### src/rtl/arb8_scheduler_if.sv
// Bus bundle for arb8_scheduler.
//   en          : arbitration enable; 0 blocks new grants and revokes the current one
//   mode        : 0 = fixed priority (index 7 highest), 1 = round-robin
//   req[7:0]    : level-sensitive request lines
//   rel         : current grantee finished (named rel because release is a reserved word)
//   grant[7:0]  : one-hot grant, zero when nothing granted
//   grant_id    : index of the most recent winner
//   grant_valid : high exactly when grant is nonzero
//   timeout     : one-cycle pulse after a grant ended by hold expiry
interface arb8_scheduler_if;
    logic       en;
    logic       mode;
    logic [7:0] req;
    logic       rel;
    logic [7:0] grant;
    logic [2:0] grant_id;
    logic       grant_valid;
    logic       timeout;

    modport master (
        output en, mode, req, rel,
        input  grant, grant_id, grant_valid, timeout
    );

    modport slave (
        input  en, mode, req, rel,
        output grant, grant_id, grant_valid, timeout
    );
endinterface

### src/rtl/arb8_scheduler.sv
// Eight-way arbiter with fixed-priority or round-robin selection, a per-grant hold limit and a
// one-cycle dead gap between grants.
//   clk      : system clock, rising edge
//   clrn     : asynchronous active-low reset
//   bus      : arb8_scheduler_if.slave (en, mode, req, rel in; grant, grant_id, grant_valid,
//              timeout out)
//   MAX_HOLD : maximum consecutive grant cycles per requester, 1..15
module arb8_scheduler #(
    parameter int unsigned MAX_HOLD = 15
) (
    input  logic              clk,
    input  logic              clrn,
    arb8_scheduler_if.slave   bus
);

    localparam logic [3:0] HoldLast = 4'(MAX_HOLD - 1);

    typedef enum logic [1:0] {StIdle, StGrant, StGap} state_e;

    state_e     state_q, state_d;
    logic [2:0] grant_id_q, grant_id_d;
    logic [2:0] ptr_q, ptr_d;
    logic [3:0] hold_q, hold_d;
    logic       timeout_q, timeout_d;
    logic [2:0] winner;
    logic       arb;
    logic       normal_exit;
    logic       hold_done;

    // Winner selection. Both loops let the preferred candidate be assigned last.
    always_comb begin
        winner = 3'd0;
        if (bus.mode) begin
            for (int k = 7; k >= 0; k--) begin
                if (bus.req[ptr_q + 3'(k)]) winner = ptr_q + 3'(k);
            end
        end else begin
            for (int i = 0; i < 8; i++) begin
                if (bus.req[i]) winner = 3'(i);
            end
        end
    end

    // State register
    always_ff @(posedge clk or negedge clrn) begin
        if (!clrn) begin
            state_q    <= StIdle;
            grant_id_q <= 3'd0;
            ptr_q      <= 3'd0;
            hold_q     <= 4'd0;
            timeout_q  <= 1'b0;
        end else begin
            state_q    <= state_d;
            grant_id_q <= grant_id_d;
            ptr_q      <= ptr_d;
            hold_q     <= hold_d;
            timeout_q  <= timeout_d;
        end
    end

    // Next-state logic
    always_comb begin
        arb         = (state_q != StGrant) && bus.en && (bus.req != 8'h00);
        normal_exit = bus.rel || !bus.req[grant_id_q] || !bus.en;
        hold_done   = (hold_q == HoldLast);
        state_d     = StIdle;
        grant_id_d  = grant_id_q;
        ptr_d       = ptr_q;
        hold_d      = hold_q;
        timeout_d   = 1'b0;
        unique case (state_q)
            StIdle, StGap: begin
                if (arb) begin
                    state_d    = StGrant;
                    grant_id_d = winner;
                    ptr_d      = winner + 3'd1;
                    hold_d     = 4'd0;
                end
            end
            StGrant: begin
                hold_d = hold_q + 4'd1;
                if (normal_exit || hold_done) begin
                    state_d   = StGap;
                    // Expiry coinciding with a normal exit is not reported as a timeout.
                    timeout_d = hold_done && !normal_exit;
                end else begin
                    state_d = StGrant;
                end
            end
            default: state_d = StIdle;
        endcase
    end

    // Outputs
    always_comb begin
        bus.grant       = 8'h00;
        bus.grant_valid = 1'b0;
        if (state_q == StGrant) begin
            bus.grant       = 8'h01 << grant_id_q;
            bus.grant_valid = 1'b1;
        end
        bus.grant_id = grant_id_q;
        bus.timeout  = timeout_q;
    end

endmodule

### src/flat_wrapper.sv
// flat-port wrapper written by rule: the top's interface ports become plain ports
module arb8_scheduler_flat 
#(
    parameter int unsigned MAX_HOLD = 15
)
  (clk, clrn, bus_en, bus_mode, bus_req, bus_rel, bus_grant, bus_grant_id, bus_grant_valid, bus_timeout);
  arb8_scheduler_if bus_i ();
  input  logic clk;
  input  logic clrn;
  input wire logic [$bits(bus_i.en)-1:0] bus_en;
  input wire logic [$bits(bus_i.mode)-1:0] bus_mode;
  input wire logic [$bits(bus_i.req)-1:0] bus_req;
  input wire logic [$bits(bus_i.rel)-1:0] bus_rel;
  output wire logic [$bits(bus_i.grant)-1:0] bus_grant;
  output wire logic [$bits(bus_i.grant_id)-1:0] bus_grant_id;
  output wire logic [$bits(bus_i.grant_valid)-1:0] bus_grant_valid;
  output wire logic [$bits(bus_i.timeout)-1:0] bus_timeout;
  assign bus_i.en = bus_en;
  assign bus_i.mode = bus_mode;
  assign bus_i.req = bus_req;
  assign bus_i.rel = bus_rel;
  assign bus_grant = bus_i.grant;
  assign bus_grant_id = bus_i.grant_id;
  assign bus_grant_valid = bus_i.grant_valid;
  assign bus_timeout = bus_i.timeout;
  arb8_scheduler #(.MAX_HOLD(MAX_HOLD)) u_core (.clk(clk), .clrn(clrn), .bus(bus_i));
endmodule
### config.mk
export PLATFORM = sky130hd
export DESIGN_NAME = arb8_scheduler_flat
export DESIGN_NICKNAME = d
export VERILOG_FILES = /design/src/rtl/arb8_scheduler_if.sv /design/src/rtl/arb8_scheduler.sv /design/src/flat_wrapper.sv
export SDC_FILE = /design/constraint.sdc
export NUM_CORES = 1
export LEC_CHECK = 0
export BUFFER_PORTS_ARGS = -buffer_cell sky130_fd_sc_hd__buf_4
export CAP_MARGIN = 20
export CORE_ASPECT_RATIO = 1.2
export CORE_MARGIN = 2
export CORE_UTILIZATION = 40
export CTS_CLUSTER_SIZE = 10
export DETAILED_ROUTE_END_ITERATION = 10
export PLACE_DENSITY = 0.65
export RECOVER_POWER = 100
export SLEW_MARGIN = 10
export SYNTH_ARGS = -nofsm -noshare
export SYNTH_HDL_FRONTEND = slang
export SYNTH_SLANG_ARGS = --single-unit
export TNS_END_PERCENT = 100
### constraint.sdc
create_clock -name clk -period 9.76 [get_ports clk]
set_input_delay 1.464 -clock clk [delete_from_list [all_inputs] [get_ports clk]]
set_output_delay 1.464 -clock clk [all_outputs]
set_load 0.005 [all_outputs]
==> flow_summary.ini <==
[cells_and_area]
final_net_count = 215
multi_input_area_um2 = 1040
final_common_cell = nor2_1
antenna_cells = 0
seq_area_um2 = 325
final_cell_mix = nor2_1 (21), nand2_1 (17), nor3_1 (14), a21oi_1 (14), buf_4 (14)
syn_to_final_growth_pct = 14.7
instances_no_fill = 235
fillCellCount = 332
drive_gt1_share_pct = 19.9

[flow_run]
drv_cap = 0

[placed_design]
hpwl_um = 2880
place.gp.congestion = 0.914
dp.cells = 231
preCtsSetupSlack_ns = 5.82
place.port_buffers = 25

[sta]
hold_ws_ns = 0.422
relSlewSlack_pct = 40.1
final_hold_viol_count = 0
rsz0062_at_grt = false
period_share_pct = 40.9
achievable-frequency_ghz = 0.250
fin_ws_ns = 5.76
setup_violations = 0
finClkSkew_ns = 0.00232
tns_ns = 0
fin_crit_ns = 4.00
worstMarginPinSlew_ns = 0.876
finalMaxSlewViolations = 0

[yosys]
synth_edf_count = 0
synth_nets = 194
syn_area_um2 = 1470
synth_flop_cell = dfrtp_1
yosys_warnings = 0
synth-seq-cells = 13
synthArstFlopShare_pct = 100
synth.avg_cell_area_um2 = 8.34
yosysTopAreaCellShare_pct = 22.2
syn_inst = 176
synth_cell_types = 46
synth_largest_area_cell = dfrtp_1
synth_area_leaders = dfrtp_1 (22%), mux4_2 (14%), nor2_1 (5.4%), a21oi_1 (4.8%), nor3_1 (4.8%)
ys_seq_area_share_pct = 22.2

[floorplan]
start_util_pct = 41.1
rows = 24
coreArea_um2 = 3570
ios = 26
die_h_um = 70.4
die_area_um2 = 4170
die_x_um = 59.3

[setup_path]
cp.arrival_ns = 4.08
slowest_stage = dfrtp_1
path_max_fanout = 12
critical_path_class = reg -> reg
cp_data_required_time_ns = 9.85
worstSetupStartpointType = flop
crit_path_end_kind = flop
worstPathCellList = inv_1 > ha_1 > mux4_2 > mux2_1 > or4_4 > a32oi_2 > o221ai_1 > nand2_1 > ha_1 > inv_1 > o211ai_1 > o221ai_1
crit_path_max_incr_delay_ns = 0.65

[cts]
clkSlewWorstSetupHoldPaths_ns = 0.05
cts_root_buf = clkbuf_8
holdBufCountCts = 0
cts.sinks = 13
post_cts_buffers = 0
clk_latency_ns = 0.23
clk_path_buf_depth = 2
cts_resized = 0
tritoncts = done
htreeDepth = 1
cts_buffers = 3

[pwr]
p_leak_nw = 0.706
finalPower_mw = 0.620
powerDensity_nw_per_um2 = 368
vdd_drop_max_mv = 0.203

[drt]
wirelength_um = 3700
wl_per_cell_um = 15.7
postRouteAntennaNets = 0
drt-pass1-iter-count = 4
vias = 1432
drtIter0Drc = 95
viasPerCell = 6.09
drc = 0

[global_route]
grt_max_degree = 17
grt_pass1_wl_um = 6070
overflow = 0
grt_pass1_vias = 1282
grt_use_total_pct = 18.5
antenna_found_initial = 0

[min_path]
hold_path.class = reg -> reg

[outcome]
outcome = finished, final reports clean
==> logic make-up (layout without fill, tap and decap cells) <==
kind of cell / Yosys count / after routing / share of synthesized area [%]
xor+xnor: 6 / 6 / 3.58
fa+ha+maj: 5 / 5 / 4.26
buf+inv: 21 / 41 / 6.14
compound gates: 44 / 44 / 20.4
mux: 17 / 17 / 21.0
simple gates: 70 / 70 / 22.5
flops: 13 / 13 / 22.2
==> synthesized netlist by cell type, types with 2 or more instances <==
master,number
a21oi_1,14
or3_1,2
o21a_1,2
o211ai_1,2
nand2b_1,5
o21ai_0,8
o31ai_1,2
nor3_1,14
buf_2,3
a2111oi_0,2
inv_1,11
nor2_1,21
dfrtp_1,13
mux2i_1,3
nor4_1,3
xor2_1,5
nand2_1,17
mux4_2,9
clkbuf_1,6
ha_1,5
mux2_2,3
nand4_1,2
==> worst paths after layout <==
check                                                 start                      endpoint  slack (ns)  cells past startpoint
worst min-delay path            u_core.state_q[1]$_DFF_PN0_   u_core.state_q[1]$_DFF_PN0_        0.42                      1
worst max-delay path            u_core.ptr_q[1]$_DFFE_PN0P_   u_core.ptr_q[2]$_DFFE_PN0P_        5.76                     12
max in group asynchronous                              clrn   u_core.state_q[1]$_DFF_PN0_        8.12                      1
worst min register to register  u_core.state_q[1]$_DFF_PN0_   u_core.state_q[1]$_DFF_PN0_        0.42                      1
min in group asynchronous                              clrn  u_core.hold_q[0]$_DFFE_PN0P_        1.23                      1
worst max register to register  u_core.ptr_q[1]$_DFFE_PN0P_   u_core.ptr_q[2]$_DFFE_PN0P_        5.76                     12
==> layout make-up <==
cell class	count	share of cell area, %
repair buffers	26	10.7
well taps	39	2.90
multi-input cells	142	61.9
inverters	11	2.45
clock buffers	4	2.68
flip-flops and latches	13	19.3
==> per-layer routing <==
| metal | global-route usage, % | wire length, um |
|---|---|---|
| met1 | 25.8 | 1610 |
| met2 | 28.2 | 1810 |
| met3 | 1.85 | 164 |
| met4 | 8.84 | 114 |
| met5 | 0 | 0 |
==> metrics by stage <==
step           area, um^2  utilization (%)
3_5_place_dp         1660             46.5
5_1_grt              1680             47.1
4_1_cts              1710             47.8
3_3_place_gp         1660             46.5
2_1_floorplan        1470                -
6_report             1680             47.1
==> power by group <==
group	internal, mW	switching [mW]
logic	0.202	0.247
clock network	0.0287	0.0171
registers	0.0746	0.0510
==> flip-flops by register name, indices dropped and copies added (netlist names) <==
signal               count
u_core.state_q           2
u_core.hold_q            4
u_core.bus.grant_id      3
u_core.bus.timeout       1
u_core.ptr_q             3
==> critical path, delay by kind of cell, from the launching register on <==
family / cells / cell delay [ns]
buf+inv: 2 / 0.30
simple gates: 2 / 0.64
fa+ha+maj: 2 / 0.72
mux: 2 / 0.99
flops: 1 / 0.65
compound gates: 4 / 0.55
No activity file was read; power rests on OpenSTA's default activity.
